File: src/rtl/lcd_frame_refresher.sv
// Character frame buffer that streams its contents to an HD44780-style LCD controller:
// the init command set once after reset, then per row an address command and that row's characters.
module lcd_frame_refresher #(
    parameter int ROWS       = 2,
    parameter int COLS       = 16,
    parameter int DLY_CYCLES = 262142,
    parameter int CONTINUOUS = 0,
    parameter int AW         = 7
) (
    input  logic          iCLK,
    input  logic          iRST_N,
    input  logic          iWE,
    input  logic [AW-1:0] iWADDR,
    input  logic [7:0]    iWDATA,
    input  logic          iREFRESH,
    output logic          oBUSY,
    output logic          oFRAME_DONE,
    output logic [7:0]    oLCD_DATA,
    output logic          oLCD_RS,
    output logic          oLCD_START,
    input  logic          iLCD_DONE
);

    localparam int DEPTH = ROWS * COLS;
    localparam int BW    = $clog2(DEPTH);
    localparam int IW    = $clog2(COLS);
    localparam int RW    = (ROWS > 1) ? $clog2(ROWS) : 1;
    localparam int CW    = (DLY_CYCLES > 0) ? $clog2(DLY_CYCLES + 1) : 1;
    localparam logic [AW:0] DEPTH_W = (AW + 1)'(DEPTH);

    typedef enum logic [2:0] {S_INIT, S_IDLE, S_ROWCMD, S_CHARS, S_FIN} top_t;
    typedef enum logic [1:0] {M_LOAD, M_WAIT, M_DLY, M_NEXT} mst_t;

    top_t          top_q, top_d;
    mst_t          mst_q, mst_d;
    logic [IW-1:0] idx_q, idx_d;
    logic [RW-1:0] row_q, row_d;
    logic [CW-1:0] cnt_q, cnt_d;
    logic [7:0]    data_q, data_d;
    logic          rs_q, rs_d;
    logic          start_q, start_d;
    logic          init_done_q, init_done_d;
    logic          dirty_q, dirty_d;
    logic          pend_q, pend_d;
    logic          busy_q, busy_d;
    logic          fdone_q, fdone_d;

    logic [7:0]    fbuf [DEPTH];
    logic          wr_ok;
    logic [BW-1:0] rd_addr;
    logic [7:0]    row_base;
    logic [7:0]    ld_byte;
    logic          ld_rs;

    assign wr_ok    = iWE && ({1'b0, iWADDR} < DEPTH_W);
    assign rd_addr  = BW'(row_q) * BW'(COLS) + BW'(idx_q);
    // Rows 2/3 continue rows 0/1 in DDRAM, one row-width further on
    assign row_base = (row_q[0] ? 8'h40 : 8'h00) + ((32'(row_q) >= 32'd2) ? 8'(COLS) : 8'h00);

    always_ff @(posedge iCLK or negedge iRST_N) begin
        if (!iRST_N) begin
            for (int i = 0; i < DEPTH; i++) fbuf[i] <= 8'h20;
        end else if (wr_ok) begin
            fbuf[iWADDR[BW-1:0]] <= iWDATA;
        end
    end

    always_comb begin
        ld_byte = 8'h00;
        ld_rs   = 1'b0;
        case (top_q)
            S_INIT: begin
                case (idx_q[1:0])
                    2'd0:    ld_byte = 8'h38;
                    2'd1:    ld_byte = 8'h0C;
                    2'd2:    ld_byte = 8'h01;
                    default: ld_byte = 8'h06;
                endcase
            end
            S_ROWCMD: ld_byte = 8'h80 | row_base;
            S_CHARS: begin
                ld_byte = fbuf[rd_addr];
                ld_rs   = 1'b1;
            end
            default: ;
        endcase
    end

    always_comb begin
        top_d       = top_q;
        mst_d       = mst_q;
        idx_d       = idx_q;
        row_d       = row_q;
        cnt_d       = cnt_q;
        data_d      = data_q;
        rs_d        = rs_q;
        start_d     = start_q;
        init_done_d = init_done_q;
        dirty_d     = dirty_q;
        pend_d      = pend_q;

        if (iREFRESH && top_q != S_IDLE) pend_d = 1'b1;

        case (top_q)
            S_IDLE: begin
                if ((iREFRESH || dirty_q) && init_done_q) begin
                    top_d = S_ROWCMD;
                    row_d = '0;
                    idx_d = '0;
                    mst_d = M_LOAD;
                end
            end
            S_FIN: begin
                // A request arriving in this very cycle is folded into the decision
                pend_d = 1'b0;
                row_d  = '0;
                idx_d  = '0;
                mst_d  = M_LOAD;
                if (CONTINUOUS != 0 || dirty_q || pend_q || iREFRESH) top_d = S_ROWCMD;
                else                                                  top_d = S_IDLE;
            end
            default: begin
                case (mst_q)
                    M_LOAD: begin
                        data_d  = ld_byte;
                        rs_d    = ld_rs;
                        start_d = 1'b1;
                        mst_d   = M_WAIT;
                        if (top_q == S_ROWCMD && row_q == '0) dirty_d = 1'b0;
                    end
                    M_WAIT: begin
                        if (iLCD_DONE) begin
                            start_d = 1'b0;
                            cnt_d   = '0;
                            mst_d   = (DLY_CYCLES == 0) ? M_NEXT : M_DLY;
                        end
                    end
                    M_DLY: begin
                        if (cnt_q == CW'(DLY_CYCLES - 1)) mst_d = M_NEXT;
                        else                              cnt_d = cnt_q + 1'b1;
                    end
                    default: begin
                        mst_d = M_LOAD;
                        case (top_q)
                            S_INIT: begin
                                if (idx_q == IW'(3)) begin
                                    idx_d       = '0;
                                    row_d       = '0;
                                    init_done_d = 1'b1;
                                    top_d       = S_ROWCMD;
                                end else begin
                                    idx_d = idx_q + 1'b1;
                                end
                            end
                            S_ROWCMD: begin
                                idx_d = '0;
                                top_d = S_CHARS;
                            end
                            default: begin
                                if (idx_q == IW'(COLS - 1)) begin
                                    idx_d = '0;
                                    if (row_q == RW'(ROWS - 1)) begin
                                        top_d = S_FIN;
                                    end else begin
                                        row_d = row_q + 1'b1;
                                        top_d = S_ROWCMD;
                                    end
                                end else begin
                                    idx_d = idx_q + 1'b1;
                                end
                            end
                        endcase
                    end
                endcase
            end
        endcase

        // A write landing in the row-0 command cycle must still force another pass
        if (wr_ok) dirty_d = 1'b1;

        busy_d  = (top_d != S_IDLE);
        fdone_d = (top_d == S_FIN);
    end

    always_ff @(posedge iCLK or negedge iRST_N) begin
        if (!iRST_N) begin
            top_q       <= S_INIT;
            mst_q       <= M_LOAD;
            idx_q       <= '0;
            row_q       <= '0;
            cnt_q       <= '0;
            data_q      <= 8'h00;
            rs_q        <= 1'b0;
            start_q     <= 1'b0;
            init_done_q <= 1'b0;
            dirty_q     <= 1'b1;
            pend_q      <= 1'b0;
            busy_q      <= 1'b0;
            fdone_q     <= 1'b0;
        end else begin
            top_q       <= top_d;
            mst_q       <= mst_d;
            idx_q       <= idx_d;
            row_q       <= row_d;
            cnt_q       <= cnt_d;
            data_q      <= data_d;
            rs_q        <= rs_d;
            start_q     <= start_d;
            init_done_q <= init_done_d;
            dirty_q     <= dirty_d;
            pend_q      <= pend_d;
            busy_q      <= busy_d;
            fdone_q     <= fdone_d;
        end
    end

    assign oBUSY       = busy_q;
    assign oFRAME_DONE = fdone_q;
    assign oLCD_DATA   = data_q;
    assign oLCD_RS     = rs_q;
    assign oLCD_START  = start_q;

endmodule

File: config.mk
export PLATFORM = sky130hd
export DESIGN_NAME = lcd_frame_refresher
export DESIGN_NICKNAME = d
export VERILOG_FILES = /design/src/rtl/lcd_frame_refresher.sv
export SDC_FILE = /design/constraint.sdc
export NUM_CORES = 1
export LEC_CHECK = 0
export CORE_MARGIN = 2
export CORE_UTILIZATION = 50
export DETAILED_ROUTE_END_ITERATION = 7
export PLACE_DENSITY = 0.73
export SYNTH_ARGS = -nofsm -noshare
export SYNTH_HDL_FRONTEND = slang
export SYNTH_SLANG_ARGS = --single-unit
File: constraint.sdc
create_clock -name iCLK -period 2.92 [get_ports iCLK]
set_input_delay 0.292 -clock iCLK [delete_from_list [all_inputs] [get_ports iCLK]]
set_output_delay 0.292 -clock iCLK [all_outputs]
set_load 0.005 [all_outputs]
# [Word level (Yosys, flattened, before mapping)]
# Cells that the tools add are included.
[totals] elab_cells=155 input_bits=20 register_bits=299 rom_bits=0 latch_bits=0 mem_bits_rw=0 memories=0 output_inout_bits=12
[classes] magnitude_cmp=4 addsub=4 n_shift=0 reduce_logical=27 mux=47 bitwise=5 n_div=0 multipliers=0 n_eq_ne=23
[op_table] operator="$bwmux 256" count=1
[op_table] operator="$bmux 8 s5" count=1
[op_table] operator="$demux 8 s5" count=1
[op_table] operator="$mux 18" count=2
[op_table] operator="$pmux 18 s2" count=1
[op_table] operator="$mux 8" count=3
[op_table] operator="$pmux 8 s3" count=1
[op_table] operator="$add 18x1->18 const B" count=1
[op_table] operator="$eq 18x18->1 const B" count=1
[op_table] operator="$pmux 6 s3" count=1
[op_table] operator="$mux 4" count=4
[op_table] operator="$pmux 4 s2" count=2
[op_table] operator="$mux 3" count=5
[op_table] operator="$mux 1" count=13
[op_table] operator="$ge 6x6->1 const B" count=2
[op_table] operator="$ne 3x1->1 const B" count=4
[op_table] operator="$ne 4x2->1 const B" count=3
[op_table] operator="$not 5->6" count=2
[op_table] operator="$pmux 3 s2" count=2
[op_table] operator="$reduce_bool 2->1" count=5
[op_table] operator="$reduce_and 3->1" count=3
[op_table] operator="$mux 2" count=4
[op_table] operator="$reduce_and 4->1" count=2
[op_table] operator="$lt 7x6->1 const B" count=1
[op_table] operator="27 further kinds" count=45

# [Depth between registers and ports, before layout]
# Gate-level depths: netlist of the first run.
[logic_depth] ltp_word=6 ltp_mapped=9

# [Worst setup path before layout of the first run]
# No wires, ideal clock.
[synth_timing] kind="register -> register" startpoint="register idx_q[0]" endpoint="register data_q[3], in the netlist oLCD_DATA[3]" t_arrival_ns=1.974 path_slack_ns=0.815 path_stages_with_launch=8 required_ns=2.789 n_path_buf=3 setup_ns=0.131 path_cell_list="dfrtp_1 -> buf_2 -> buf_2 -> buf_2 -> mux4_2 -> mux2_2 -> nand2_1 -> nand4_1"
[synth_via] elab_chain_cells=6 word_cells_on_any_way=10 cone_classes="1 x add/sub; 2 x eq/ne; 5 x mux; 1 x bitwise; 1 x reduce/logical"
[synth_lines] element="start: declaration" line="36" source="logic [IW-1:0] idx_q, idx_d;"
[synth_lines] element="start signal: assignment" line="203" source="idx_q <= idx_d;"
[synth_lines] element="$add 5x4->5" line="56" source="assign rd_addr = BW'(row_q) * BW'(COLS) + BW'(idx_q);"
[synth_lines] element="$not 5->6 (implied by the code)" line="82" source="ld_byte = fbuf[rd_addr];"
[synth_lines] element="$bmux 8 s5" line="82"
[synth_lines] element="$mux 8 (implied by the code) (2 in a row)" line="82"
[synth_lines] element="$pmux 8 s3 (*)" line="71" source="case (top_q)"
[synth_lines] element="end signal: assignment" line="206" source="data_q <= data_d;"
[synth_lines] element="end: declaration" line="39" source="logic [7:0] data_q, data_d;"
# Mark *: on every way between the ends. The rest lies on a longest branch, timed or not. The select of a mux whose other input is x is not followed.
# A chain may end at the register's enable or synchronous reset.

# [Worst setup path in the final report of the first run]
[layout_timing] startpoint="register idx_q[0]" endpoint="register data_q[2], in the netlist oLCD_DATA[2]"
# Same word-level chain as after synthesis.

==> results of run 1 <==
==> layout by cell type (no fill, tap or decap), types with 5 or more instances in the layout <==
cell             Yosys  final
nand3_1             17     17
dfrtp_1            266    264
o211ai_1             6      6
a22o_1               6      6
nor2b_1              8      8
nor3_1               5      5
o31ai_1              5      5
mux4_2              59     59
or3_1                6      6
a22oi_1              6      6
bufinv_16            0      5
mux2i_1             30     30
buf_4                2     45
nor2_2               6      6
clkinv_2             0      5
clkbuf_8             0      6
a21oi_1             19     19
and2_1               5      5
or4_1                7      7
ha_1                11     11
a221oi_1             5      5
o21ai_0             21     21
buf_12               0      6
clkbuf_16            0     31
clkbuf_1            50      7
xnor2_1              7      7
mux2_2             262    262
nor2_1              34     34
and3_1               8      8
dfstp_2             33     33
clkdlybuf4s50_1      0     30
nor3b_1              7      7
nand2_1             53     53
inv_1               12     12
nand4_1              9      9
==> layout make-up <==
| class | count | area share [%] |
|---|---|---|
| clock buffers | 44 | 5.39 |
| clock inverters | 14 | 1.26 |
| inverters | 12 | 0.274 |
| multi-input cells | 657 | 39.5 |
| flip-flops and latches | 299 | 45.9 |
| well taps | 384 | 2.93 |
| repair buffers | 83 | 4.77 |
==> per-stage QoR <==
stage / power, W / utilization [%] / setup slack [ps] / cells / hold slack (ps)
global route: 0.0124 / 57.7 / 387 / 1493 / 321
global placement: 0.00767 / 53.8 / 354 / 1434 / 286
floorplan: 0.00674 / - / 815 / 1040 / -3.59
finish: 0.0118 / 57.7 / 500 / 1493 / 281
detailed placement: 0.00773 / 53.8 / 346 / 1434 / 286
CTS: 0.0119 / 57.7 / 496 / 1493 / 297
==> state kept, by name, summed over array words and instances, names as in the netlist, 2 cells and up <==
| register | count |
|---|---|
| cnt_q | 18 |
| fbuf | 256 |
| idx_q | 4 |
| mst_q | 2 |
| oLCD_DATA | 8 |
| top_q | 3 |
==> metal layers <==
| layer | wire (µm) | up-vias | share of wire (%) |
|---|---|---|---|
| li1 | - | 3945 | - |
| met4 | 806 | 0 | 2.4 |
| met1 | 14900 | 4724 | 44 |
| met2 | 16600 | 235 | 49 |
| met5 | 0 | - | 0 |
| met3 | 1550 | 55 | 4.6 |
==> power by group through the flow <==
stage / clock (W) / combinational (W) / sequential (W)
final: 0.00418 / 0.00263 / 0.00503
after global routing: 0.00442 / 0.00286 / 0.00509
after CTS: 0.00425 / 0.00264 / 0.00503
after detailed placement: 0 / 0.00263 / 0.00509
after global placement: 0 / 0.00259 / 0.00508
after floorplan: 0 / 0.00190 / 0.00483
==> cell families after synthesis <==
family / count (synthesis) / synth area share [%]
XOR/XNOR: 8 / 0.540
adder cells (fa/ha/maj): 12 / 1.03
flip-flops: 299 / 52.4
buffers and inverters: 84 / 2.44
multiplexers: 351 / 31.9
AO/OA/AOI/OAI: 102 / 4.99
AND/OR/NAND/NOR: 184 / 6.72
==> critical path, stage by stage (launching register included) <==
cell and delay, ps:
dfrtp_4 760, buf_12 230, mux4_2 510, mux2_2 310
and3_1 200, a21oi_1 140, nand4_1 120
==> worst paths after layout <==
check                       startpoint      endpoint  slack (ps)  depth (start not counted)
max in group asynchronous       iRST_N       fbuf[5]        1770                          3
hold / removal                  iRST_N      fbuf[88]         280                          2
setup / recovery              idx_q[0]  oLCD_DATA[2]         500                          6
hold reg to reg            init_done_q   init_done_q         470                          1
setup reg to reg              idx_q[0]  oLCD_DATA[2]         500                          6
min in group iCLK            iLCD_DONE    oLCD_START         360                          4
==> impl_metrics.csv, run 1 <==
group,metric,value,unit
status,status,"completed",
layout,diodes,0,
yosys,synth_ff_type,"dfrtp_1",
yosys,yosysTopAreaCellShare,46.4,%
routing,drt-initial-drc-count,672,
worst_hold_path,min_path_type,"in -> async",
timing,fin_crit,2420,ps
global_route,gr-usage-met1,31.9,%
yosys,synthTopCellsByArea,"dfrtp_1 46%, mux2_2 21%, mux4_2 9.3%",
layout,area_growth,14.3,%
critical_path,startpoint_type,"flop",
critical_path,critPathCaptureType,"flop",
timing,rsz0062_at_grt,"false",
timing,clock.fmax,413,MHz
critical_path,path_max_fanout,24,
global_route,grt_max_degree,83,
cts,post_cts_resize_count,0,
cts,postCtsSetupBuffers,0,
global_route,grtUsageMet3,3.25,%
yosys,ys_seq_elements,299,
critical_path,critPathKind,"reg -> reg",
yosys,synth_cells,1040,
cts,cts_buffer_depth,3,
timing,period_share,82.9,%
layout,seq_area,0.00753,mm²
routing,routed_via_density,6.00,
global_route,grt_pass1_wl,54700,µm
pwr,pwr-share-comb,22.2,%
cts,cts.sinks,299,
yosys,synth-edff-count,0,
floorplanning,ioPinCount,32,
timing,tightestPinTransition,785,ps
yosys,yosys_warnings,0,
layout,multi_input_area,0.00649,mm²
yosys,synth_top_area_cell,"dfrtp_1",
global_route,met2_usage,38.5,%
cts,cts-htree-levels,1,
pwr,power.switching,0.00343,W
floorplanning,start_util,50.4,%
global_route,busiest_layer,"met2",
global_route,grt_pass1_vias,9436,
timing,setup_violations,0,
cts,clk_latency,560,ps
cts,cts_made_buffers,31,
timing,skew,19.2,ps
cts,root_buffer,"clkbuf_16",
yosys,synthesis.area,0.0144,mm²
critical_path,cp.arrival,2850,ps
placement,dp_hpwl,22300,µm
pwr,p_leak,7.30,nW
placement,port_buffers,31,
floorplanning,core,0.0285,mm²
global_route,grt_overflow,0,
layout,postLayoutCellArea,0.0164,mm²
routing,drc,0,
timing,drv_slew,0,
pwr,power.density,721,mW/mm²
pwr,power_frac_seq,42.5,%
layout,drive_gt1_share,42.8,%
cts,holdBufCountCts,1,
yosys,synth.distinct_cells,64,
floorplanning,die_w,173,µm
floorplanning,fp.dieH,173,µm
layout,fin_nets,1115,
placement,dpl_cell_area,0.0153,mm²
global_route,track_usage,23.1,%
cts,cts_tree,"done",
yosys,synth_common_cells,"266 x dfrtp_1, 262 x mux2_2, 59 x mux4_2",
pwr,p_clk_share,35.3,%
routing,wl_per_cell,22.7,µm
timing,hold_violations,0,
pwr,p_int,0.00841,W
job,cap_violations,0,
cts,cts.clk_slew.worst_paths,60,ps
placement,gp_congestion,0.851,
yosys,synthArstFlopShare,100,%
floorplanning,die-area,0.0301,mm²
yosys,syn_nets,1071,
routing,wirelength,33800,µm
critical_path,required,3350,ps
timing,fin_tns_setup,0,ps
layout,fill_cells,2232,
pwr,p_sw_share,28.9,%
routing,via_count,8959,
pwr,peakVddDrop,0.000542,V
routing,first_pass_iters,4,
timing,timing.slew.headroom,47.6,%
yosys,synth-seq-area-share,52.4,%
yosys,avgSynthCellArea,13.8,µm²
global_route,antenna_found_initial,0,
floorplanning,rows,62,
yosys,post-synth-top-count-cell,"dfrtp_1",
routing,drtAntennaViolNets,0,
Power figures use the tool's default switching activity.
==> inputs of run 2 (changes only) <==
--- a/config.mk
+++ b/config.mk
@@ -8,7 +8,7 @@
 export CORE_MARGIN = 2
 export CORE_UTILIZATION = 50
 export DETAILED_ROUTE_END_ITERATION = 7
-export PLACE_DENSITY = 0.73
+export PLACE_DENSITY = 0.76
 export SYNTH_ARGS = -nofsm -noshare
 export SYNTH_HDL_FRONTEND = slang
 export SYNTH_SLANG_ARGS = --single-unit
==> constraint.sdc (replaced) <==
create_clock -name iCLK -period 2.2 [get_ports iCLK]
set_input_delay 0.22 -clock iCLK [delete_from_list [all_inputs] [get_ports iCLK]]
set_output_delay 0.22 -clock iCLK [all_outputs]
set_load 0.005 [all_outputs]
==> run 2 against run 1 <==
Effect of this change: non-clock buffer count is 58 higher; clock skew fell by 3.9 ps; count of clock-buffer cells in the layout is 12 higher; flip-flop and latch count did not move; critical endpoint is now oLCD_DATA[1]; critical path depth is 1 lower; fmax up 12%.
==> impl_metrics.csv, run 2 (synthesis results as in run 1) <==
group,metric,value,unit
cts,cts_made_buffers,34,
critical_path,critPathSlowestCell,"dfrtp_4",
layout,final_common_cell,"dfrtp_1",
cts,root_buffer,"clkbuf_16",
routing,routed_via_density,5.94,
critical_path,required,2570,ps
placement,place_ws,-129,ps
cts,clk_latency,510,ps
layout,largest-register,"fbuf",
status,status,"completed",
timing,timing.slew.headroom,59.8,%
critical_path,slowest_delay,640,ps
timing,tightestPinTransition,599,ps
floorplanning,core,0.0285,mm²
global_route,track_usage,23.5,%
placement,gp_congestion,0.845,
cts,cts_tree,"done",
routing,drc,0,
critical_path,cp.arrival,2540,ps
placement,port_buffers,31,
pwr,p_leak,7.68,nW
timing,worst_slack,33.8,ps
routing,wl_per_cell,22.2,µm
routing,wirelength,34500,µm
layout,postLayoutCellArea,0.0171,mm²
placement,dp_hpwl,22700,µm
critical_path,path_buf_inv,1,
routing,drtAntennaViolNets,0,
floorplanning,start_util,50.4,%
layout,area_growth,18.9,%
timing,period_share,98.5,%
layout,mostFrequentLayoutCells,"264 x dfrtp_1, 262 x mux2_2, 88 x buf_4",
critical_path,critPathCaptureType,"flop",
critical_path,critPathKind,"reg -> reg",
global_route,grt_pass1_vias,9860,
layout,diodes,0,
global_route,grt_max_degree,81,
global_route,grt_pass1_wl,55500,µm
routing,first_pass_iters,5,
timing,fin_crit,2170,ps
floorplanning,die-area,0.0301,mm²
floorplanning,fp.dieH,173,µm
timing,clock.fmax,462,MHz
timing,rsz0062_at_grt,"true",
cts,cts.clk_slew.worst_paths,60,ps
critical_path,crit_chain,"buf_4, mux4_2, mux4_2, nand3_1, nand3_1",
pwr,peakVddDrop,0.000535,V
critical_path,cp_top_family,"multiplexers",
job,cap_violations,0,
timing,drv_slew,0,
worst_hold_path,min_path_type,"in -> async",
timing,setup_violations,0,
cts,cts_buffer_depth,3,
layout,fin_nets,1176,
floorplanning,die_w,173,µm
floorplanning,ioPinCount,32,
critical_path,startpoint_type,"flop",
layout,drive_gt1_share,45.8,%
routing,via_count,9235,
timing,hold_violations,0,
critical_path,path_max_fanout,13,
pwr,power.density,957,mW/mm²
floorplanning,rows,62,
routing,drt-initial-drc-count,758,
global_route,grt_overflow,0,
cts,cts.sinks,299,
timing,skew,15.3,ps
global_route,antenna_found_initial,0,
layout,largest_register_ffs,256,
cts,cts-htree-levels,2,
placement,dpl_cell_area,0.0158,mm²
[run 2: stage by stage]
stage                     hold WS, ps  utilization [%]  cells  total power (W)  setup TNS [ps]
after floorplan                 -75.6                -   1040          0.00894               0
after global placement            127             55.4   1482           0.0103           -5560
after detailed placement          128             55.4   1482           0.0105          -10960
after CTS                         187             59.7   1550           0.0164               0
after global routing              222             60.0   1555           0.0171           -4.45
final                             196             60.0   1555           0.0163               0
[run 2: metal layers]
layer  track usage, %  part of all wire [%]  vias up
li1                 -                     -     4086
met1             30.5                    43     4875
met2             40.8                    51      212
met3             3.57                   3.7       62
met4             7.56                   2.6        0
met5                0                     0        -
[run 2: repair_timing]
| action | 4_1_cts | 5_1_grt |
|---|---|---|
| buffers inserted | 5 | 5 |
| pin swaps | 0 | 1 |
| endpoints found under the hold margin | 153 | 0 |
| gates resized for setup | 0 | 13 |
| hold buffers | 1 | 0 |
| cloned | 0 | 0 |
| setup endpoints to repair | 12 | 14 |
[run 2: worst paths after layout]
path / slack, ps / cells after the start / from / end
worst max-delay path: 30 / 5 / idx_q[1] / oLCD_DATA[1]
worst min-delay path: 200 / 2 / iRST_N / fbuf[64]
worst max register to register: 30 / 5 / idx_q[1] / oLCD_DATA[1]
worst min register to register: 480 / 1 / init_done_q / init_done_q
max in group asynchronous: 1200 / 3 / iRST_N / dirty_q
min in group iCLK: 350 / 4 / iLCD_DONE / oLCD_START
[run 2: cell type report]
type | count | area, µm²
Sequential cell | 299 | 7530
Tap cell | 384 | 480
Fill cell | 2131 | 11400
Clock inverter | 6 | 111
Clock buffer | 56 | 1050
Inverter | 12 | 45.0
Multi-Input combinational cell | 657 | 6520
Timing Repair Buffer | 141 | 1350
[run 2: power breakdown]
part           switching, W  internal, W  total, W
combinational       0.00209      0.00194   0.00402
sequential         0.000424      0.00610   0.00653
clock               0.00218      0.00361   0.00579
total               0.00469       0.0117    0.0163
==> inputs of run 3 (changes only) <==
--- a/config.mk
+++ b/config.mk
@@ -5,6 +5,7 @@
 export SDC_FILE = /design/constraint.sdc
 export NUM_CORES = 1
 export LEC_CHECK = 0
+export CAP_MARGIN = 40
 export CORE_MARGIN = 2
 export CORE_UTILIZATION = 50
 export DETAILED_ROUTE_END_ITERATION = 7
@@ -12,3 +13,4 @@
 export SYNTH_ARGS = -nofsm -noshare
 export SYNTH_HDL_FRONTEND = slang
 export SYNTH_SLANG_ARGS = --single-unit
+export TNS_END_PERCENT = 1
==> run 3 against run 2 <==
Effect of this change: cell count down 0.32%; count of clock-buffer cells in the layout unchanged; fmax up 0.59%; critical path type unchanged; non-clock buffer count down 5.
==> impl_metrics.csv, run 3 (synthesis results as in run 1) <==
group,metric,value,unit
status,status,"completed",
global_route,track_usage,23.3,%
worst_hold_path,min_path_type,"in -> async",
routing,wirelength,34300,µm
pwr,power.switching,0.00468,W
pwr,pwr-share-comb,24.5,%
critical_path,startpoint_type,"flop",
layout,fin_nets,1171,
cts,cts_tree,"done",
routing,drt-initial-drc-count,729,
routing,first_pass_iters,5,
layout,final_common_cell,"dfrtp_1",
pwr,p_clk_share,35.5,%
layout,fin_util,59.9,%
global_route,grt_pass1_wl,55200,µm
timing,setup_violations,0,
cts,root_buffer,"clkbuf_16",
cts,cts_buffer_depth,3,
timing,tightestPinTransition,603,ps
placement,dp_hpwl,22700,µm
timing,fin_crit,2150,ps
layout,largest_register_ffs,256,
critical_path,critPathCaptureType,"flop",
floorplanning,die-area,0.0301,mm²
routing,via_count,9202,
floorplanning,rows,62,
cts,clk_latency,510,ps
floorplanning,start_util,50.4,%
cts,cts_made_buffers,34,
layout,mostFrequentLayoutCells,"264 x dfrtp_1, 262 x mux2_2, 82 x buf_4",
critical_path,cp.arrival,2530,ps
timing,period_share,97.9,%
layout,area_growth,18.7,%
pwr,p_leak,7.66,nW
timing,hold_violations,0,
cts,cts-htree-levels,2,
timing,fin_tns_setup,0,ps
timing,timing.slew.headroom,59.6,%
cts,cts.sinks,299,
routing,routed_via_density,5.94,
job,cap_violations,0,
layout,largest-register,"fbuf",
global_route,antenna_found_initial,0,
pwr,p_int,0.0116,W
floorplanning,fp.dieH,173,µm
routing,wl_per_cell,22.2,µm
timing,skew,16.9,ps
global_route,grt_pass1_vias,9868,
layout,drive_gt1_share,45.5,%
routing,drtAntennaViolNets,0,
pwr,power_frac_seq,40.0,%
timing,drv_slew,0,
floorplanning,die_w,173,µm
placement,gp_congestion,0.845,
floorplanning,core,0.0285,mm²
critical_path,required,2580,ps
critical_path,path_max_fanout,7,
pwr,power.density,958,mW/mm²
floorplanning,ioPinCount,32,
cts,cts.clk_slew.worst_paths,60,ps
placement,port_buffers,31,
pwr,peakVddDrop,0.000547,V
timing,rsz0062_at_grt,"true",
global_route,grt_overflow,0,
global_route,grt_max_degree,81,
pwr,p_sw_share,28.7,%
critical_path,critPathKind,"reg -> reg",
timing,clock.fmax,464,MHz
routing,drc,0,
layout,diodes,0,
## run 3: area by class of cell
cell class / count / area (µm²)
Fill cell: 2133 / 11400
Timing Repair Buffer: 136 / 1320
Sequential cell: 299 / 7530
Clock buffer: 56 / 1050
Multi-Input combinational cell: 657 / 6510
Clock inverter: 6 / 111
Tap cell: 384 / 480
Inverter: 12 / 45.0
## run 3: routing by layer
metal | share of wire (%) | global-route usage (%) | vias up
li1 | - | - | 4077
met4 | 2.6 | 7.20 | 0
met2 | 51 | 40.5 | 193
met5 | 0 | 0 | -
met3 | 3.9 | 3.71 | 61
met1 | 43 | 30.2 | 4871
## run 3: power groups by stage
stage                     clock [W]  combinational, W  sequential, W
after floorplan                   0           0.00253        0.00641
after global placement            0           0.00368        0.00663
after detailed placement          0           0.00378        0.00667
after CTS                   0.00589           0.00392        0.00653
after global routing        0.00612           0.00435        0.00659
final                       0.00579           0.00401        0.00653
## run 3: metrics by stage
step | std cells | power, W | hold WS [ps] | instance area (µm²) | setup WS [ps]
after floorplan | 1040 | 0.00894 | -75.6 | 14400 | 95.1
after CTS | 1549 | 0.0163 | 187 | 17000 | 15.1
after detailed placement | 1482 | 0.0105 | 128 | 15800 | -129
after global routing | 1550 | 0.0171 | 222 | 17000 | -32.4
final | 1550 | 0.0163 | 196 | 17000 | 46.6
after global placement | 1482 | 0.0103 | 127 | 15800 | -98.6
## run 3: timing repair
item,in CTS,in global routing
setup buffers,4,1
setup endpoints to repair,12,14
hold endpoints to repair,153,0
gates resized for setup,1,13
hold buffers,1,0
## run 3: path summary, 6_finish.rpt
kind | startpoint | to | depth (start not counted) | slack (ps)
setup / recovery | idx_q[0] | oLCD_DATA[3] | 6 | 50
hold / removal | iRST_N | fbuf[64] | 2 | 200
setup reg to reg | idx_q[0] | oLCD_DATA[3] | 6 | 50
hold reg to reg | init_done_q | init_done_q | 1 | 480
max in group asynchronous | iRST_N | dirty_q | 3 | 1200
min in group iCLK | iLCD_DONE | oLCD_START | 4 | 350
## run 3: critical path, cell delays in order, from the launching register on
cell and delay [ps]:
dfrtp_4 460, buf_12 150, buf_6 150, mux4_2 550
mux4_2 510, nand3_1 110, nand4_1 80
